## src/rtl/memory_stage.sv

```systemverilog
// memory_stage: RV32I load/store stage between execute and writeback, driving a req/ack data memory.
// Define MISALIGN_TRAP_EN to add ms_o_misaligned and trap misaligned half/word accesses without a bus request.
module memory_stage #(
  parameter int DWIDTH      = 32,
  parameter int AWIDTH      = 5,
  parameter int FUNCT_WIDTH = 3
) (
  input  logic                   ms_clk,
  input  logic                   ms_rst,
  input  logic                   ms_i_ce,
  input  logic                   ms_i_stall,
  input  logic                   ms_i_flush,
  input  logic [6:0]             ms_i_opcode,
  input  logic [FUNCT_WIDTH-1:0] ms_i_funct3,
  input  logic [DWIDTH-1:0]      ms_i_alu_value,
  input  logic [DWIDTH-1:0]      ms_i_data_rs2,
  input  logic [AWIDTH-1:0]      ms_i_addr_rd,
  input  logic                   ms_i_we_reg,
  output logic                   ms_o_req,
  output logic                   ms_o_we,
  output logic [DWIDTH-1:0]      ms_o_addr,
  output logic [DWIDTH-1:0]      ms_o_wdata,
  output logic [3:0]             ms_o_wsel,
  input  logic                   ms_i_ack,
  input  logic [DWIDTH-1:0]      ms_i_rdata,
  output logic                   ms_o_valid,
  output logic                   ms_o_we_reg,
  output logic [AWIDTH-1:0]      ms_o_addr_rd,
  output logic [DWIDTH-1:0]      ms_o_data_rd,
  output logic                   ms_o_ce,
  output logic                   ms_o_stall
`ifdef MISALIGN_TRAP_EN
  ,
  output logic                   ms_o_misaligned
`endif
);

  typedef enum logic [1:0] {IDLE, BUSY, DONE} state_t;

  state_t state, state_nxt;

  logic                   is_load, is_store, is_mem, accept, misalign;
  logic [DWIDTH-1:0]      st_wdata;
  logic [3:0]             st_wsel;
  logic [7:0]             ld_byte;
  logic [15:0]            ld_half;
  logic [DWIDTH-1:0]      ld_data;
  logic                   valid_r, we_reg_r, flushed_r, is_load_r, ld_we_r;
  logic [FUNCT_WIDTH-1:0] funct3_r;
  logic [1:0]             lane_r;

  assign is_load  = (ms_i_opcode == 7'b0000011);
  assign is_store = (ms_i_opcode == 7'b0100011);
  assign is_mem   = is_load | is_store;
  assign accept   = (state == IDLE) & ms_i_ce & ~ms_o_stall & ~ms_i_flush;

`ifdef MISALIGN_TRAP_EN
  assign misalign = (is_load & (ms_i_funct3[1:0] == 2'b01) & ms_i_alu_value[0])
                  | (is_store & (ms_i_funct3 == 3'b001) & ms_i_alu_value[0])
                  | (is_mem & (ms_i_funct3 == 3'b010) & (ms_i_alu_value[1:0] != 2'b00));
`else
  assign misalign = 1'b0;
`endif

  assign ms_o_stall  = ms_i_stall | (state != IDLE);
  assign ms_o_valid  = valid_r & ~ms_i_flush;
  assign ms_o_we_reg = we_reg_r & ~ms_i_flush;
  assign ms_o_ce     = ms_o_valid;

  always_comb begin
    st_wdata = ms_i_data_rs2;
    st_wsel  = 4'b1111;
    case (ms_i_funct3)
      3'b000: begin
        st_wdata = {4{ms_i_data_rs2[7:0]}};
        st_wsel  = 4'b0001 << ms_i_alu_value[1:0];
      end
      3'b001: begin
        st_wdata = {2{ms_i_data_rs2[15:0]}};
        st_wsel  = 4'b0011 << {ms_i_alu_value[1], 1'b0};
      end
      default: ;
    endcase
  end

  always_comb begin
    ld_byte = ms_i_rdata[{lane_r, 3'b000} +: 8];
    ld_half = lane_r[1] ? ms_i_rdata[31:16] : ms_i_rdata[15:0];
    case (funct3_r)
      3'b000:  ld_data = {{(DWIDTH-8){ld_byte[7]}}, ld_byte};
      3'b100:  ld_data = {{(DWIDTH-8){1'b0}}, ld_byte};
      3'b001:  ld_data = {{(DWIDTH-16){ld_half[15]}}, ld_half};
      3'b101:  ld_data = {{(DWIDTH-16){1'b0}}, ld_half};
      default: ld_data = ms_i_rdata;
    endcase
  end

  always_ff @(posedge ms_clk or negedge ms_rst) begin
    if (!ms_rst) state <= IDLE;
    else         state <= state_nxt;
  end

  // A flushed bus transaction still runs to ack, then bypasses DONE.
  always_comb begin
    state_nxt = state;
    case (state)
      IDLE:    if (accept) state_nxt = (is_mem && !misalign) ? BUSY : DONE;
      BUSY:    if (ms_i_ack) state_nxt = (flushed_r || ms_i_flush) ? IDLE : DONE;
      DONE:    if (!ms_i_stall) state_nxt = IDLE;
      default: state_nxt = IDLE;
    endcase
  end

  always_ff @(posedge ms_clk or negedge ms_rst) begin
    if (!ms_rst) begin
      ms_o_req     <= 1'b0;
      ms_o_we      <= 1'b0;
      ms_o_addr    <= '0;
      ms_o_wdata   <= '0;
      ms_o_wsel    <= '0;
      ms_o_addr_rd <= '0;
      ms_o_data_rd <= '0;
      valid_r      <= 1'b0;
      we_reg_r     <= 1'b0;
      flushed_r    <= 1'b0;
      is_load_r    <= 1'b0;
      ld_we_r      <= 1'b0;
      funct3_r     <= '0;
      lane_r       <= '0;
    end else begin
      case (state)
        IDLE: begin
          flushed_r <= 1'b0;
          if (accept) begin
            ms_o_addr_rd <= ms_i_addr_rd;
            funct3_r     <= ms_i_funct3;
            lane_r       <= ms_i_alu_value[1:0];
            is_load_r    <= is_load;
            ld_we_r      <= ms_i_we_reg;
            if (is_mem && !misalign) begin
              ms_o_req   <= 1'b1;
              ms_o_we    <= is_store;
              ms_o_addr  <= {ms_i_alu_value[DWIDTH-1:2], 2'b00};
              ms_o_wdata <= st_wdata;
              ms_o_wsel  <= st_wsel;
            end else begin
              valid_r      <= 1'b1;
              we_reg_r     <= ms_i_we_reg & ~misalign;
              ms_o_data_rd <= misalign ? '0 : ms_i_alu_value;
            end
          end
        end
        BUSY: begin
          if (ms_i_flush) flushed_r <= 1'b1;
          if (ms_i_ack) begin
            ms_o_req <= 1'b0;
            ms_o_we  <= 1'b0;
            if (!(flushed_r || ms_i_flush)) begin
              valid_r      <= 1'b1;
              we_reg_r     <= is_load_r & ld_we_r;
              ms_o_data_rd <= is_load_r ? ld_data : '0;
            end
          end
        end
        DONE: begin
          if (!ms_i_stall) begin
            valid_r  <= 1'b0;
            we_reg_r <= 1'b0;
          end
        end
        default: ;
      endcase
    end
  end

`ifdef MISALIGN_TRAP_EN
  logic mis_r;

  always_ff @(posedge ms_clk or negedge ms_rst) begin
    if (!ms_rst)                           mis_r <= 1'b0;
    else if (state == IDLE)                mis_r <= accept & misalign;
    else if (state == DONE && !ms_i_stall) mis_r <= 1'b0;
  end

  assign ms_o_misaligned = mis_r;
`endif

endmodule

```

## config.mk

```make
export PLATFORM = sky130hd
export DESIGN_NAME = memory_stage
export DESIGN_NICKNAME = d
export VERILOG_FILES = /design/src/rtl/memory_stage.sv
export SDC_FILE = /design/constraint.sdc
export NUM_CORES = 1
export LEC_CHECK = 0
export BUFFER_PORTS_ARGS = -buffer_cell sky130_fd_sc_hd__buf_2
export CORE_MARGIN = 3
export CORE_UTILIZATION = 53
export CTS_CLUSTER_SIZE = 28
export DETAILED_ROUTE_END_ITERATION = 12
export PLACE_DENSITY = 0.87
export SYNTH_ARGS = -nofsm -noshare
export SYNTH_HDL_FRONTEND = slang
export SYNTH_SLANG_ARGS = --single-unit
```

## constraint.sdc

```tcl
create_clock -name ms_clk -period 4.22 [get_ports ms_clk]
set_clock_uncertainty 0.2 [all_clocks]
set_input_delay 0.844 -clock ms_clk [delete_from_list [all_inputs] [get_ports ms_clk]]
set_output_delay 0.844 -clock ms_clk [all_outputs]
set_load 0.005 [all_outputs]
```

Word-level counts from Yosys, hierarchy flattened:

Index checks and enable logic that the tools add are counted.

* register bits: 117
* input port bits: 118
* output and inout bits: 111
* logic and storage cells: 93

* equal/unequal tests: 15
* shift operators: 3
* multiplexer cells: 36
* bitwise gates (word level): 10
* reduce and logical (&&, ||, !) cells: 14

Operators with widths (number)
* $mux W32: 5
* $pmux W32 S2: 2
* $pmux W32 S4: 1
* $shiftx A32 B6 Y8: 1
* $mux W16: 1
* $mux W1: 15
* $ne A2 B2 Y1 const B: 7
* $mux W2: 5
* $pmux W4 S2: 1
* $eq A7 B2 Y1 const B: 1
* $eq A7 B6 Y1 const B: 1
* $and A1 B1 Y1: 6
* $eq A3 B1 Y1 const B: 2
* $eq A3 B3 Y1 const B: 2
* $logic_not A3 Y1: 2
* $pmux W1 S2: 3
* $pmux W1 S3: 2
* $pmux W2 S3: 1
* $reduce_and A3 Y1: 2
* $reduce_and A6 Y1: 1
* $reduce_and A5 Y1: 1
* $reduce_and A2 Y1: 2
* $reduce_and A4 Y1: 1
* $reduce_bool A2 Y1: 2
* other kinds (9): 11

Logic depth before layout (Yosys ltp):

Gate-level depths: netlist of run 1.

* word-level depth: 7
* gate-level depth with buffers: 9
* mapped depth without buffers: 6

Worst setup path after synthesis of run 1:

Ideal clock, no wire load.

* path kind: input port to flip-flop
* start: input ms_i_opcode[2]
* end: register state[1]
* data arrival time: 1.900 ns
* required time: 3.893 ns
* slack: 1.993 ns
* stages: 6
* buffers on the path: 2
* cell sequence: and4bb_2 nand4bb_1 buf_2 buf_2 a221oi_1 nor2_1

* longest elaborated chain between the ends: 5

Ends and longest elaborated chain
* start: declaration: line 13 `input logic [6:0] ms_i_opcode,`
* $eq A7 B2 Y1 / $eq A7 B6 Y1 (equally long branches): line 52, 53
* $or A1 B1 Y1 *: line 54 `assign is_mem = is_load | is_store;`
* $mux W2 * (2 in a row): line 107 `IDLE: if (accept) state_nxt = (is_mem && !misalign) ? BUSY : DONE;`
* $pmux W2 S3 *: line 106 `case (state)`
* end signal: assignment: line 100 `else state <= state_nxt;`
* end: declaration: line 40 `state_t state, state_nxt;`

Mark *: on every way between the ends. The rest lies on a longest branch, timed or not. The select of a mux whose other input is x is not followed.
A chain may end at the register's enable or synchronous reset.

Worst setup path in the final report of run 1:

* start: register state[1]
* end: output ms_o_stall

* longest elaborated chain between the ends: 2

Ends and longest elaborated chain
* $reduce_bool A2 Y1: line 65 `assign ms_o_stall = ms_i_stall | (state != IDLE);`
* $or A1 B1 Y1: line 65
* end: declaration: line 31 `output logic ms_o_stall`

Every way passes these cells.

==> metrics.txt, run 1 <==
# TYPE chip_impl_metric gauge
chip_impl_metric{name="post-dp-hpwl",unit="µm"} 12400
chip_impl_metric{name="core.rowCount",unit=""} 37
chip_impl_metric{name="total_leakage_power",unit="nW"} 3.90
chip_impl_info{name="critPathLaunchType",value="flop"} 1
chip_impl_info{name="endpoint_kind",value="primary output"} 1
chip_impl_info{name="timing.setup.critical_path_class",value="reg2out"} 1
chip_impl_metric{name="place_area",unit="mm²"} 0.00694
chip_impl_metric{name="worstMarginPinSlew",unit="ns"} 1.02
chip_impl_metric{name="die-width",unit="µm"} 111
chip_impl_metric{name="setup_total_negative_slack",unit="ns"} 0
chip_impl_metric{name="clockBufferDepth",unit=""} 2
chip_impl_metric{name="cts-hold-fix-buffers",unit=""} 0
chip_impl_info{name="ctsRootBufferMaster",value="sky130_fd_sc_hd__clkbuf_8"} 1
chip_impl_metric{name="crit_arrival",unit="ns"} 1.82
chip_impl_metric{name="power.switching",unit="mW"} 1.39
chip_impl_metric{name="asyncSetResetFlopFracSynth",unit="%"} 100
chip_impl_metric{name="grt_pass1_vias",unit=""} 5405
chip_impl_metric{name="port-buffer-count",unit=""} 226
chip_impl_metric{name="vias",unit=""} 5252
chip_impl_metric{name="synth_edf_count",unit=""} 0
chip_impl_metric{name="grt_start_max_net_pins",unit=""} 98
chip_impl_metric{name="chip_height",unit="µm"} 111
chip_impl_metric{name="syn_area",unit="mm²"} 0.00581
chip_impl_metric{name="netlist-cell-type-count",unit=""} 44
chip_impl_metric{name="area_growth_syn_to_layout",unit="%"} 30.5
chip_impl_info{name="run_status",value="complete, no violations"} 1
chip_impl_metric{name="power_per_cell_area",unit="mW/mm²"} 576
chip_impl_metric{name="fin_nets",unit=""} 870
chip_impl_metric{name="cp_data_required_time",unit="ns"} 3.18
chip_impl_metric{name="ys_ff_latch",unit=""} 117
chip_impl_metric{name="cts_resized",unit=""} 0
chip_impl_metric{name="synth_seq_area_share",unit="%"} 50.4
chip_impl_metric{name="worst_r2r_path_depth",unit=""} 6
chip_impl_metric{name="critPathMaxFanout",unit=""} 11
chip_impl_metric{name="final_antenna_net_count",unit=""} 0
chip_impl_metric{name="intPower",unit="mW"} 2.98
chip_impl_metric{name="drcViolationCount",unit=""} 0
chip_impl_metric{name="setup_viol_count_final",unit=""} 0
chip_impl_metric{name="synth_cells",unit=""} 540
chip_impl_metric{name="clock.fmax",unit="MHz"} 350
chip_impl_metric{name="initial_antenna_violation_count",unit=""} 1
chip_impl_metric{name="placeableCoreArea",unit="mm²"} 0.0105
chip_impl_metric{name="synthesis.yosys.warnings",unit=""} 0
chip_impl_metric{name="worstSkewPairLatency",unit="ns"} 0.53
chip_impl_metric{name="grt_remaining_overflow",unit=""} 0
chip_impl_metric{name="grt_use_total",unit="%"} 28.5
chip_impl_metric{name="place_congestion",unit=""} 0.845
chip_impl_metric{name="numCtsBuffers",unit=""} 17
chip_impl_metric{name="postLayoutCellArea",unit="mm²"} 0.00759
chip_impl_metric{name="time_the_final_worst_path_needs_with_i_o_delays_and_setup",unit="ns"} 2.86
chip_impl_metric{name="slew_headroom",unit="%"} 31.8
chip_impl_metric{name="fin_crit_share",unit="%"} 67.8
chip_impl_metric{name="max_cap_viol_count",unit=""} 0
chip_impl_metric{name="clk_pin_slew",unit="ns"} 0.06
chip_impl_metric{name="final_layout_size_suffix_gt1_share",unit="%"} 42.4
chip_impl_metric{name="fin_util",unit="%"} 72.2
chip_impl_info{name="clock_tree_from_tritoncts",value="done"} 1
chip_impl_info{name="yosys_most_used_dff",value="sky130_fd_sc_hd__dfrtp_1"} 1
chip_impl_metric{name="power.share.clock",unit="%"} 36.2
chip_impl_metric{name="syn-mean-instance-area",unit="µm²"} 10.8
chip_impl_info{name="rsz0062_at_grt",value="false"} 1
chip_impl_metric{name="cts_setup_buffers",unit=""} 0
chip_impl_metric{name="vias_per_cell",unit=""} 5.86
chip_impl_metric{name="maxSlewViolCount",unit=""} 0
chip_impl_metric{name="drt-total-wl",unit="µm"} 17400
chip_impl_metric{name="switching_share",unit="%"} 31.9
chip_impl_metric{name="power.sequential.fraction",unit="%"} 36.6
chip_impl_metric{name="cts_num_sinks",unit=""} 117
chip_impl_info{name="top_regs",value="ms_o_data_rd: 32 flops, ms_o_wdata: 32 flops, ms_o_addr: 30 flops"} 1
chip_impl_metric{name="design.portCount",unit=""} 229
chip_impl_metric{name="initialDrtViolationCount",unit=""} 388
chip_impl_metric{name="drt_pre_antenna_iters",unit=""} 5
chip_impl_metric{name="effective_utilization_at_floorplan",unit="%"} 55.3
chip_impl_info{name="worst_hold_path_type",value="in2async"} 1
chip_impl_metric{name="htree_num_levels",unit=""} 4
chip_impl_metric{name="grt_first_pass_wirelength",unit="µm"} 27800
chip_impl_metric{name="routed_len_inst",unit="µm"} 19.4
chip_impl_metric{name="floorplan.die_area",unit="mm²"} 0.0123
chip_impl_metric{name="peakVddDrop",unit="mV"} 0.352
chip_impl_metric{name="pwr-share-comb",unit="%"} 27.2
chip_impl_metric{name="hold_viol",unit=""} 0
[layout make-up]
type,instances,area [µm²]
diodes,1,2.50
clock buffers,19,442
clock inverters,13,204
fillers,729,2920
inverters,13,48.8
multi-input cells,369,2620
flip-flops and latches,117,2930
well taps,136,170
repair buffers,229,1170
[stage by stage]
stage                     power [mW]  instances  worst slack [ns]  hold slack [ns]
after CTS                       4.37        896              1.37            0.274
after global routing            4.58        897              1.28            0.311
after global placement          2.70        864              1.43            0.258
after floorplan                 2.34        541              1.99            0.271
after detailed placement        2.77        864              1.36            0.265
final                           4.37        897              1.36            0.244
[power groups by stage]
stage | Combinational [mW] | Clock [mW] | Sequential [mW]
6_report | 1.19 | 1.58 | 1.60
5_1_grt | 1.30 | 1.65 | 1.63
4_1_cts | 1.19 | 1.59 | 1.59
3_5_place_dp | 1.17 | 0 | 1.61
3_3_place_gp | 1.12 | 0 | 1.58
2_1_floorplan | 0.810 | 0 | 1.53
[worst paths after layout]
kind | from | endpoint | slack [ns]
hold / removal | ms_rst | ms_o_req | 0.24
setup reg to reg | state[0] | ms_o_addr[31] | 1.45
max in group asynchronous | ms_rst | ms_o_addr[9] | 2.79
hold reg to reg | ms_o_wdata[13] | ms_o_wdata[13] | 0.28
min in group ms_clk | ms_o_wdata[13] | ms_o_wdata[13] | 0.28
setup / recovery | state[1] | ms_o_stall | 1.36
[per-layer routing]
metal	routed length, µm	track usage, %
met4	580	13.1
met2	8830	48.4
met3	1500	8.68
met1	6460	32.9
met5	0	0
[synthesized netlist by cell type (8+ instances only)]
master	count	share of area [%]
sky130_fd_sc_hd__clkbuf_1	11	0.71
sky130_fd_sc_hd__nand2_1	54	3.5
sky130_fd_sc_hd__a22oi_1	17	2.2
sky130_fd_sc_hd__mux2_2	50	9.7
sky130_fd_sc_hd__dfrtp_1	117	50
sky130_fd_sc_hd__mux2i_1	39	6.7
sky130_fd_sc_hd__o21ai_0	50	4.3
sky130_fd_sc_hd__nor3b_1	9	1.2
sky130_fd_sc_hd__a31oi_1	31	3.3
sky130_fd_sc_hd__buf_2	22	1.9
sky130_fd_sc_hd__nor2b_1	10	1.1
sky130_fd_sc_hd__inv_1	12	0.77
sky130_fd_sc_hd__o2111ai_1	8	1.2
sky130_fd_sc_hd__nor2_1	48	3.1
[placed cells by master (no fill, tap or decap), types with 4 or more instances in the layout]
cell / netlist / layout
sky130_fd_sc_hd__nand2_1: 54 / 54
sky130_fd_sc_hd__dfrtp_1: 117 / 117
sky130_fd_sc_hd__clkinvlp_4: 0 / 4
sky130_fd_sc_hd__nor3b_1: 9 / 9
sky130_fd_sc_hd__bufinv_16: 0 / 5
sky130_fd_sc_hd__o2111ai_1: 8 / 8
sky130_fd_sc_hd__buf_2: 22 / 225
sky130_fd_sc_hd__mux2i_1: 39 / 39
sky130_fd_sc_hd__nor2_1: 48 / 48
sky130_fd_sc_hd__inv_1: 12 / 12
sky130_fd_sc_hd__a21oi_1: 6 / 6
sky130_fd_sc_hd__mux2_2: 50 / 50
sky130_fd_sc_hd__o221ai_1: 7 / 7
sky130_fd_sc_hd__a31oi_1: 31 / 31
sky130_fd_sc_hd__ha_1: 5 / 5
sky130_fd_sc_hd__nor2b_1: 10 / 10
sky130_fd_sc_hd__a22oi_1: 17 / 17
sky130_fd_sc_hd__o21ai_0: 50 / 50
sky130_fd_sc_hd__clkbuf_16: 0 / 16
[kinds of logic after synthesis]
logic type      Yosys count  synth area share, %
compound gates          134                 14.7
flops                   117                 50.4
fa+ha+maj                 5                 1.08
other cells               1               0.0645
simple gates            136                 11.3
mux                      92                 17.6
buf+inv                  55                 4.86
[worst max-delay path, cell delays in order, from the launching register on]
cell and delay [ns]:
sky130_fd_sc_hd__dfrtp_1 0.44, sky130_fd_sc_hd__inv_1 0.14, sky130_fd_sc_hd__ha_1 0.38, sky130_fd_sc_hd__nand2b_1 0.17, sky130_fd_sc_hd__buf_2 0.17
Power figures use the tool's default switching activity.
==> run 2: changes to the inputs <==
--- a/config.mk
+++ b/config.mk
@@ -7,10 +7,10 @@
 export LEC_CHECK = 0
 export BUFFER_PORTS_ARGS = -buffer_cell sky130_fd_sc_hd__buf_2
 export CORE_MARGIN = 3
-export CORE_UTILIZATION = 53
+export CORE_UTILIZATION = 44
 export CTS_CLUSTER_SIZE = 28
 export DETAILED_ROUTE_END_ITERATION = 12
-export PLACE_DENSITY = 0.87
+export PLACE_DENSITY = 0.77
 export SYNTH_ARGS = -nofsm -noshare
 export SYNTH_HDL_FRONTEND = slang
 export SYNTH_SLANG_ARGS = --single-unit
==> constraint.sdc (replaced) <==
create_clock -name ms_clk -period 2.3 [get_ports ms_clk]
set_clock_uncertainty 0.2 [all_clocks]
set_input_delay 0.46 -clock ms_clk [delete_from_list [all_inputs] [get_ports ms_clk]]
set_output_delay 0.46 -clock ms_clk [all_outputs]
set_load 0.005 [all_outputs]
==> metrics.txt, run 2 (synthesis results as in run 1) <==
# TYPE chip_impl_metric gauge
chip_impl_metric{name="fin_crit_share",unit="%"} 94.2
chip_impl_metric{name="intPower",unit="mW"} 5.58
chip_impl_metric{name="power.sequential.fraction",unit="%"} 35.1
chip_impl_metric{name="worstSkewPairLatency",unit="ns"} 0.41
chip_impl_metric{name="clk_pin_slew",unit="ns"} 0.05
chip_impl_metric{name="number_of_filler_instances_in_the_final_layout",unit=""} 1026
chip_impl_metric{name="cp_data_required_time",unit="ns"} 2.44
chip_impl_metric{name="path_depth",unit=""} 8
chip_impl_metric{name="initialDrtViolationCount",unit=""} 491
chip_impl_metric{name="placeableCoreArea",unit="mm²"} 0.0128
chip_impl_metric{name="initial_antenna_violation_count",unit=""} 0
chip_impl_metric{name="power.switching",unit="mW"} 2.52
chip_impl_metric{name="die-width",unit="µm"} 121
chip_impl_info{name="worst_path_max_delay_cell",value="sky130_fd_sc_hd__dfrtp_2"} 1
chip_impl_metric{name="time_the_final_worst_path_needs_with_i_o_delays_and_setup",unit="ns"} 2.17
chip_impl_metric{name="place_congestion",unit=""} 0.898
chip_impl_metric{name="pwr-share-comb",unit="%"} 30.7
chip_impl_metric{name="final_layout_size_suffix_gt1_share",unit="%"} 44.1
chip_impl_info{name="layout_commonest_cell",value="sky130_fd_sc_hd__buf_2"} 1
chip_impl_info{name="timing.setup.critical_path_class",value="reg2reg"} 1
chip_impl_metric{name="clockBufferDepth",unit=""} 2
chip_impl_metric{name="routed_len_inst",unit="µm"} 18.7
chip_impl_metric{name="antenna_cells_inserted",unit=""} 0
chip_impl_metric{name="grt_pass1_vias",unit=""} 5136
chip_impl_metric{name="setup_viol_count_final",unit=""} 0
chip_impl_metric{name="core.rowCount",unit=""} 41
chip_impl_metric{name="worstMarginPinSlew",unit="ns"} 0.661
chip_impl_metric{name="effective_utilization_at_floorplan",unit="%"} 45.5
chip_impl_metric{name="critical-path-max-stage-delay",unit="ns"} 0.47
chip_impl_metric{name="holdWs",unit="ns"} 0.0767
chip_impl_info{name="ctsRootBufferMaster",value="sky130_fd_sc_hd__clkbuf_16"} 1
chip_impl_metric{name="drt_pre_antenna_iters",unit=""} 5
chip_impl_info{name="critPathLaunchType",value="flop"} 1
chip_impl_metric{name="maxSlewViolCount",unit=""} 0
chip_impl_metric{name="area_growth_syn_to_layout",unit="%"} 36.4
chip_impl_metric{name="power.share.clock",unit="%"} 34.2
chip_impl_info{name="layout_common_cells",value="225 x sky130_fd_sc_hd__buf_2, 116 x sky130_fd_sc_hd__dfrtp_1, 54 x sky130_fd_sc_hd__nand2_1"} 1
chip_impl_metric{name="grt_remaining_overflow",unit=""} 0
chip_impl_metric{name="chip_height",unit="µm"} 121
chip_impl_metric{name="vias_per_cell",unit=""} 5.55
chip_impl_metric{name="drcViolationCount",unit=""} 0
chip_impl_metric{name="peakVddDrop",unit="mV"} 0.579
chip_impl_metric{name="hold_viol",unit=""} 0
chip_impl_metric{name="power_per_cell_area",unit="mW/mm²"} 1020
chip_impl_info{name="run_status",value="complete, no violations"} 1
chip_impl_metric{name="max_cap_viol_count",unit=""} 0
chip_impl_metric{name="critPathMaxFanout",unit=""} 27
chip_impl_info{name="clock_tree_from_tritoncts",value="done"} 1
chip_impl_metric{name="fin_nets",unit=""} 891
chip_impl_metric{name="worst_r2r_path_depth",unit=""} 8
chip_impl_metric{name="wp_buf_inv",unit=""} 3
chip_impl_metric{name="sequential_cell_area",unit="mm²"} 0.00293
chip_impl_metric{name="drt-total-wl",unit="µm"} 17800
chip_impl_info{name="endpoint_kind",value="flop"} 1
chip_impl_metric{name="setup_total_negative_slack",unit="ns"} 0
chip_impl_metric{name="htree_num_levels",unit=""} 4
chip_impl_metric{name="clock.fmax",unit="MHz"} 461
chip_impl_metric{name="slew_headroom",unit="%"} 55.9
chip_impl_metric{name="grt_use_total",unit="%"} 23.3
chip_impl_metric{name="grt_start_max_net_pins",unit=""} 74
chip_impl_metric{name="design.portCount",unit=""} 229
chip_impl_metric{name="cts_num_sinks",unit=""} 117
chip_impl_metric{name="multiInputGateArea",unit="mm²"} 0.00266
chip_impl_metric{name="port-buffer-count",unit=""} 226
chip_impl_info{name="timing.critical_path.cells",value="inv_4 > ha_4 > nand4bb_4 > a222oi_1 > buf_4 > buf_16 > nor2_1 > a31oi_1"} 1
chip_impl_metric{name="final_antenna_net_count",unit=""} 0
chip_impl_metric{name="floorplan.die_area",unit="mm²"} 0.0146
chip_impl_metric{name="post-dp-hpwl",unit="µm"} 12900
chip_impl_metric{name="grt_first_pass_wirelength",unit="µm"} 26400
chip_impl_metric{name="worst_hold_path.num_cells",unit=""} 2
chip_impl_metric{name="crit_arrival",unit="ns"} 2.30
chip_impl_info{name="worst_hold_path_type",value="in2reg"} 1
chip_impl_info{name="family_with_the_most_delay_on_the_worst_path",value="buffers and inverters"} 1
chip_impl_info{name="top_regs",value="ms_o_data_rd: 32 flops, ms_o_wdata: 32 flops, ms_o_addr: 30 flops"} 1
chip_impl_metric{name="switching_share",unit="%"} 31.1
chip_impl_metric{name="numCtsBuffers",unit=""} 17
chip_impl_info{name="rsz0062_at_grt",value="false"} 1
chip_impl_metric{name="vias",unit=""} 5286
chip_impl_metric{name="total_leakage_power",unit="nW"} 4.05
[run 2: changes by cell type in the layout (fill, tap and decap cells not counted), sizes merged]
cell	change
buf	+17
clkbuf	+6
clkinvlp	-3
bufinv	-1
diode	-1
dlygate4sd3	+1
[run 2: path summary, 6_finish.rpt]
check                           slack, ns           start              end
min in group asynchronous            0.34          ms_rst        flushed_r
worst max-delay path                 0.13        state[0]  ms_o_data_rd[3]
worst min register to register       0.27    ms_o_wsel[3]     ms_o_wsel[3]
worst min-delay path                 0.08  ms_i_opcode[5]        is_load_r
worst max register to register       0.13        state[0]  ms_o_data_rd[3]
max in group asynchronous            0.97          ms_rst   ms_o_wdata[19]
[run 2: stage by stage]
stage / area [µm²] / total power [mW] / cells / setup WS [ns] / util (%)
after CTS: 7760 / 7.98 / 947 / 0.0211 / 60.7
final: 7930 / 8.09 / 952 / 0.133 / 62.1
after detailed placement: 7130 / 5.21 / 915 / 0.0811 / 55.8
after global placement: 7130 / 5.08 / 915 / 0.126 / 55.8
after floorplan: 5820 / 4.30 / 541 / 0.309 / -
after global routing: 7930 / 8.53 / 952 / 0.00744 / 62.1
[run 2: area by class of cell]
class,instances,area share (%)
flip-flops and latches,117,36.9
multi-input cells,369,33.5
repair buffers,250,18.4
clock buffers,22,5.85
well taps,172,2.71
clock inverters,9,1.91
inverters,13,0.647
[run 2: per-layer routing]
metal | wire length, µm | track usage, % | share of wire [%]
met5 | 0 | 0 | 0
met4 | 295 | 8.36 | 1.7
met3 | 1680 | 8.39 | 9.5
met2 | 8910 | 39.3 | 50
met1 | 6880 | 27.3 | 39
[run 2: power by group through the flow]
stage | clock network, mW | registers, mW | logic (mW)
2_1_floorplan | 0 | 2.81 | 1.49
3_3_place_gp | 0 | 2.85 | 2.23
3_5_place_dp | 0 | 2.87 | 2.34
4_1_cts | 2.80 | 2.84 | 2.35
5_1_grt | 2.92 | 2.90 | 2.71
6_report | 2.77 | 2.84 | 2.49
[run 2: what timing repair did]
item | CTS | global route
endpoints found under the setup margin | 0 | 74
buffers inserted | 0 | 1
hold endpoints to repair | 28 | 0
hold buffers | 1 | 0
resized for setup | 0 | 14
